===== src/rtl/snn_ctrl_pkg.sv =====
// rtl/snn_ctrl_pkg.sv - shared SNN control state encoding
package snn_ctrl_pkg;

  // Scheduler state encoding; the loader FSM decodes o_state with these values.
  localparam logic [2:0] STATE_IDLE      = 3'd0;
  localparam logic [2:0] STATE_QUIET     = 3'd1;
  localparam logic [2:0] STATE_TICK      = 3'd2;
  localparam logic [2:0] STATE_WAIT_DONE = 3'd3;
  localparam logic [2:0] STATE_DONE      = 3'd4;

  typedef enum logic [2:0] {
    S_IDLE      = STATE_IDLE,
    S_QUIET     = STATE_QUIET,
    S_TICK      = STATE_TICK,
    S_WAIT_DONE = STATE_WAIT_DONE,
    S_DONE      = STATE_DONE
  } sched_state_e;

endpackage


===== src/rtl/quiet_window_cnt.sv =====
// rtl/quiet_window_cnt.sv - counts consecutive quiet cycles up to a window
module quiet_window_cnt #(
  parameter int QUIET_CYCLES = 8
) (
  input  logic clk,
  input  logic rst_n,
  input  logic i_clr,
  input  logic i_quiet,
  output logic o_window_met
);

  localparam int CW = (QUIET_CYCLES > 1) ? $clog2(QUIET_CYCLES) : 1;
  localparam logic [CW-1:0] LAST = CW'(QUIET_CYCLES - 1);

  logic [CW-1:0] r_cnt;

  // The window closes on the cycle that is the QUIET_CYCLES-th quiet one in a row.
  assign o_window_met = i_quiet && (r_cnt == LAST);

  // Any non-quiet cycle restarts the window; a met window also restarts it.
  always_ff @(posedge clk or negedge rst_n) begin
    if (!rst_n) begin
      r_cnt <= '0;
    end else if (i_clr || !i_quiet || o_window_met) begin
      r_cnt <= '0;
    end else begin
      r_cnt <= r_cnt + 1'b1;
    end
  end

endmodule


===== src/rtl/timestep_scheduler.sv =====
// rtl/timestep_scheduler.sv - runs N timesteps: wait quiet, tick, collect core done
module timestep_scheduler
  import snn_ctrl_pkg::*;
#(
  parameter int NUM_CORES    = 6,
  parameter int QUIET_CYCLES = 8,
  parameter int STEP_W       = 16,
  parameter int TO_W         = 32
) (
  input  logic                 clk,
  input  logic                 rst_n,
  input  logic                 i_start,
  input  logic                 i_abort,
  input  logic [STEP_W-1:0]    i_num_steps,
  input  logic [TO_W-1:0]      i_timeout_cycles,
  input  logic                 i_input_buffer_empty,
  input  logic                 i_fwd_buf_empty_all,
  input  logic                 i_grid_busy,
  input  logic [NUM_CORES-1:0] i_core_done,
  output logic                 o_tick,
  output logic                 o_busy,
  output logic                 o_complete,
  output logic                 o_timeout_err,
  output logic [STEP_W-1:0]    o_step_cnt,
  output logic [2:0]           o_state
);

  sched_state_e          r_state;
  sched_state_e          w_next;
  logic                  r_tick;
  logic                  r_busy;
  logic                  r_complete;
  logic                  r_timeout_err;
  logic [STEP_W-1:0]     r_step_cnt;
  logic [STEP_W-1:0]     r_num_steps;
  logic [TO_W-1:0]       r_to_lim;
  logic [TO_W-1:0]       r_to_cnt;
  logic [NUM_CORES-1:0]  r_mask;
  logic                  w_quiet;
  logic                  w_qclr;
  logic                  w_window_met;
  logic                  w_all_done;
  logic                  w_timeout;
  logic [STEP_W-1:0]     w_step_inc;

  assign w_quiet    = i_input_buffer_empty & i_fwd_buf_empty_all & ~i_grid_busy;
  assign w_qclr     = (r_state != S_QUIET) || i_abort;
  assign w_all_done = &(r_mask | i_core_done);
  assign w_timeout  = (r_to_lim != '0) && (r_to_cnt == (r_to_lim - 1'b1));
  assign w_step_inc = r_step_cnt + 1'b1;

  quiet_window_cnt #(
    .QUIET_CYCLES(QUIET_CYCLES)
  ) u_quiet (
    .clk         (clk),
    .rst_n       (rst_n),
    .i_clr       (w_qclr),
    .i_quiet     (w_quiet),
    .o_window_met(w_window_met)
  );

  // Next-state selection; abort overrides every transition, including start.
  always_comb begin
    w_next = r_state;
    case (r_state)
      S_IDLE: begin
        if (i_start) begin
          w_next = (i_num_steps == '0) ? S_DONE : S_QUIET;
        end
      end
      S_QUIET: begin
        if (w_window_met) begin
          w_next = S_TICK;
        end
      end
      S_TICK: begin
        w_next = S_WAIT_DONE;
      end
      S_WAIT_DONE: begin
        if (w_all_done) begin
          w_next = (w_step_inc == r_num_steps) ? S_DONE : S_QUIET;
        end else if (w_timeout) begin
          w_next = S_DONE;
        end
      end
      S_DONE: begin
        w_next = S_IDLE;
      end
      default: begin
        w_next = S_IDLE;
      end
    endcase
    if (i_abort) begin
      w_next = S_IDLE;
    end
  end

  // State register with outputs registered from the state being entered.
  always_ff @(posedge clk or negedge rst_n) begin
    if (!rst_n) begin
      r_state    <= S_IDLE;
      r_tick     <= 1'b0;
      r_busy     <= 1'b0;
      r_complete <= 1'b0;
    end else begin
      r_state    <= w_next;
      r_tick     <= (w_next == S_TICK);
      r_busy     <= (w_next != S_IDLE);
      r_complete <= (w_next == S_DONE);
    end
  end

  // Run parameters, step/timeout counters and the per-core done mask.
  always_ff @(posedge clk or negedge rst_n) begin
    if (!rst_n) begin
      r_timeout_err <= 1'b0;
      r_step_cnt    <= '0;
      r_num_steps   <= '0;
      r_to_lim      <= '0;
      r_to_cnt      <= '0;
      r_mask        <= '0;
    end else if (i_abort) begin
      r_to_cnt <= '0;
      r_mask   <= '0;
    end else begin
      case (r_state)
        S_IDLE: begin
          if (i_start) begin
            r_num_steps   <= i_num_steps;
            r_to_lim      <= i_timeout_cycles;
            r_step_cnt    <= '0;
            r_timeout_err <= 1'b0;
          end
        end
        S_TICK: begin
          r_mask   <= '0;
          r_to_cnt <= '0;
        end
        S_WAIT_DONE: begin
          r_mask   <= r_mask | i_core_done;
          r_to_cnt <= r_to_cnt + 1'b1;
          if (w_all_done) begin
            r_step_cnt <= w_step_inc;
          end else if (w_timeout) begin
            r_timeout_err <= 1'b1;
          end
        end
        default: begin
        end
      endcase
    end
  end

  assign o_tick        = r_tick;
  assign o_busy        = r_busy;
  assign o_complete    = r_complete;
  assign o_timeout_err = r_timeout_err;
  assign o_step_cnt    = r_step_cnt;
  assign o_state       = r_state;

endmodule

===== config.mk =====
export PLATFORM = sky130hd
export DESIGN_NAME = timestep_scheduler
export DESIGN_NICKNAME = d
export VERILOG_FILES = /design/src/rtl/snn_ctrl_pkg.sv /design/src/rtl/quiet_window_cnt.sv /design/src/rtl/timestep_scheduler.sv
export SDC_FILE = /design/constraint.sdc
export NUM_CORES = 1
export LEC_CHECK = 0
export ABC_AREA = 1
export BUFFER_PORTS_ARGS = -buffer_cell sky130_fd_sc_hd__buf_2
export CELL_PAD_IN_SITES_DETAIL_PLACEMENT = 0
export CELL_PAD_IN_SITES_GLOBAL_PLACEMENT = 1
export CORE_UTILIZATION = 43
export CTS_CLUSTER_DIAMETER = 80
export DETAILED_ROUTE_END_ITERATION = 10
export GPL_TIMING_DRIVEN = 0
export PLACE_DENSITY_LB_ADDON = 0.1
export SLEW_MARGIN = 25
export SYNTH_ARGS = -nofsm -noshare
export SYNTH_HDL_FRONTEND = slang
export SYNTH_SLANG_ARGS = --single-unit

===== constraint.sdc =====
create_clock -name clk -period 2.3 [get_ports clk]
set_input_delay 0.23 -clock clk [delete_from_list [all_inputs] [get_ports clk]]
set_output_delay 0.23 -clock clk [all_outputs]
set_load 0.02 [all_outputs]

==> impl_metrics.toml <==
[worst_setup_path]
crit_path_start = "o_step_cnt[0]$_DFFE_PN0P_"
startpoint_type = "register"
crit_type = "register to register"
timing.critical_path.arrival_ps = 2540
crit_path_max_fanout = 6
worst_path_max_delay_cell = "dfrtp_2"
critical-path-top-cell-by-count = "nand3_1"
r2r_start = "o_step_cnt[0]$_DFFE_PN0P_"
setup.worst_path.end_class = "register"
cpPeakStageDelay_ps = 450
cp.required_ps = 2560
timing.critical_path.cells = "ha_1 -> or2_2 -> nand3b_1 -> nand2_1 -> nor3_1 -> nand3_1 -> nor2_2 -> nand3_1 -> nor2_1 -> nand3_1 -> nand3_2 -> nand2_2 -> nand2_2 -> nand3_2"

[timing]
worst_hold_slack_ps = 57.6
clock-skew-final_ps = 7.96
timing.final.max_slew_violations = 0
hold_fails_final_rpt = 0
timing.final.crit_share_pct = 99.0
tightest_slew_ps = 688
rsz0062_at_grt = "true"
post-route-min-period_ps = 2280
report.final.setup_viol = 0
achievable-frequency_ghz = 0.439
setup_total_negative_slack_ps = 0
worst_slew_margin_rel_pct = 54.1

[synth]
ys.flop_type = "dfrtp_1"
synth.largest_area_cell = "dfrtp_1"
post_synth_and_or_nand_nor_area_fraction_pct = 36.3
largest_family_of_logic_cells_by_synthesized_area = "simple AND/OR/NAND/NOR gates"
synth.avg_cell_area_um2 = 7.00
compound_cell_area_share_of_the_yosys_netlist_pct = 9.69
synth.area.mux_share_pct = 0
synth_xor_area_share_pct = 5.17
synth-edff-count = 0
async_flop_share_pct = 100
yosys_warnings = 0
synthCells = 996
synth-seq-cells = 112
synth.yosys.seq_area_share_pct = 40.2
synth-adder-area-share_pct = 0.897
synth_top_cell_area_share_pct = 40.2
count_of_cell_types_in_the_netlist = 39
synthTopCellsByArea = "dfrtp_1 (40%), nand2_1 (17%), nor2_1 (6.5%)"
synthesis.nets = 1062
synth.cell_area_um2 = 6970

[placed_design]
place.gp.congestion = 0.850
numPortBuffers = 83
number_of_instances_in_the_placed_design = 1296
dp_hpwl_mm = 14.9

[cells_and_area]
fin_nets = 1175
n_antenna_cell = 0
finalCoreUtilization_pct = 52.9
share_of_final_layout_standard_cells_stronger_than_drive_strength_1_pct = 20.1
finish.cell_count_without_fillers = 1328
synthToLayoutAreaGrowth_pct = 20.6

[floorplanning]
io-pin-count = 84
die_area_um2 = 16700
core.rowCount = 46
starting_utilization_of_the_core_area_pct = 43.9
die-width_um = 129
die_y_um = 129
std_cell_core_area_um2 = 15900

[power_and_ir_drop]
power.clock.fraction_pct = 31.6
static-leakage-power_nw = 4.02
comb_power_share_pct = 22.2
power.net_switching_mw = 1.65
irDropWorstVdd_uv = 368
internal_power_mw = 3.40
power.density_cell_area_nw_per_um2 = 601
share_seq_of_total_power_pct = 46.2
power.share.switching_pct = 32.7
power.total_mw = 5.05

[drt]
detail_route.wl_per_cell_um = 14.7
vias_per_cell = 4.94
postRouteWirelength_mm = 19.5
route.vias.total = 6565
remaining_drc_errors = 0
detail_route.first_pass.iterations = 4
drt_iter0_drc = 390
drt.antenna.violating_nets = 0

[cts]
clock_latency_ps = 370
cts-buffers-inserted = 9
htreeDepth = 3
ctsRootBufferMaster = "clkbuf_16"
clk_buf_depth = 2
cts_num_sinks = 112
clkTransAtPathRegs_ps = 70
tritoncts = "done"

[grt]
global_route.overflow_total = 0
grt.total_usage_pct = 24.4
pin_count_of_the_biggest_net_entering_global_routing = 89
global_route_wire_length_before_repair_mm = 31.2
antenna_violations_before_repair = 0
grt_pass1_vias = 6147

[run_status]
status = "complete, no violations"

[job]
drv.max_cap_violation_count = 0

[hold_path]
hold_crit_class = "input port to register"
min_from = "i_timeout_cycles[31]"
-- routing by layer --
layer | vias up | global-route usage (%) | part of all wire, % | wire (um)
met5 | - | 0 | 0 | 0
met4 | 0 | 6.99 | 1.4 | 279
met3 | 16 | 3.43 | 4.2 | 811
met2 | 144 | 39.6 | 46 | 9040
met1 | 3015 | 33.9 | 48 | 9340
li1 | 3390 | - | - | -
-- registers in the layout, indices dropped and copies added (netlist names) --
register and cells:
r_to_cnt 32, r_to_lim 32, o_step_cnt 16, r_num_steps 16, r_mask 6, o_state 3, u_quiet.r_cnt 3, o_busy 1
o_complete 1, o_tick 1, o_timeout_err 1
-- final timing paths --
| kind | endpoint | slack, ps | cells past startpoint |
|---|---|---|---|
| setup / recovery | o_busy$_DFF_PN0_ | 20 | 14 |
| hold / removal | r_to_lim[31]$_DFFE_PN0P_ | 60 | 3 |
| setup reg to reg | o_busy$_DFF_PN0_ | 20 | 14 |
| hold reg to reg | u_quiet.r_cnt[0]$_DFF_PN0_ | 440 | 1 |
| max in group asynchronous | r_to_cnt[13]$_DFFE_PN0P_ | 1280 | 3 |
| min in group asynchronous | r_to_lim[0]$_DFFE_PN0P_ | 290 | 2 |
-- power groups by stage --
stage	clock (mW)	sequential, mW	combinational [mW]
6_report	1.60	2.33	1.12
5_1_grt	1.70	2.35	1.28
4_1_cts	1.64	2.32	1.07
2_1_floorplan	0	2.29	0.721
3_5_place_dp	0	2.34	1.01
3_3_place_gp	0	2.34	0.995
-- placed cells by master (no fill, tap or decap), types with 18 or more instances in the layout --
cell type and count:
nand2_1 298, nand2_2 20, xor2_1 22, nor2_2 18, o22ai_1 18, inv_1 117, o21ai_0 59, nor2_1 102
nand3_1 50, nor3_1 18, a21oi_1 26, buf_2 84, dfrtp_1 104, nor2_4 25
-- timing repair --
action,4_1_cts,5_1_grt
hold buffers,1,0
buffers inserted,9,8
endpoints found under the hold margin,24,0
cloned,0,0
endpoints found under the setup margin,20,46
resized for setup,22,61
pin swaps,6,18
-- cells by family after synthesis --
family,count (synthesis)
adder cells (fa/ha/maj),5
flip-flops,112
AND/OR/NAND/NOR,575
XOR/XNOR,38
AO/OA/AOI/OAI,123
buffers and inverters,143
-- worst max-delay path: cells and delay by family (launching register included) --
kind	cells	cell delay [ps]
adder cells (fa/ha/maj)	1	230
flip-flops	1	450
AND/OR/NAND/NOR	13	1480
-- cells in the mapped netlist (12+ instances only) --
cell type / count
clkbuf_1: 12
nor2_2: 16
xor2_1: 22
nand2_1: 311
o21ai_0: 60
o22ai_1: 18
xnor2_1: 14
nor3_1: 18
nor2_1: 120
dfrtp_1: 112
inv_1: 119
nand3_1: 57
a21oi_1: 26
-- layout make-up --
type                            instances  area, um2
Multi-Input combinational cell        741       3890
Timing Repair Buffer                  102        602
Clock inverter                          4       55.1
Fill cell                            1674       7480
Clock buffer                           10        229
Inverter                              127        479
Sequential cell                       112       2810
Tap cell                              216        270
Buffer                                 16       67.6
-- metrics by stage --
step	instance area (um2)	setup WS [ps]
after floorplan	6970	166
after global placement	7660	-495
after detailed placement	7700	-293
after CTS	8130	-30.5
after global routing	8410	-154
final	8410	23.0
Note: power is estimated with default switching activity, not from simulation.
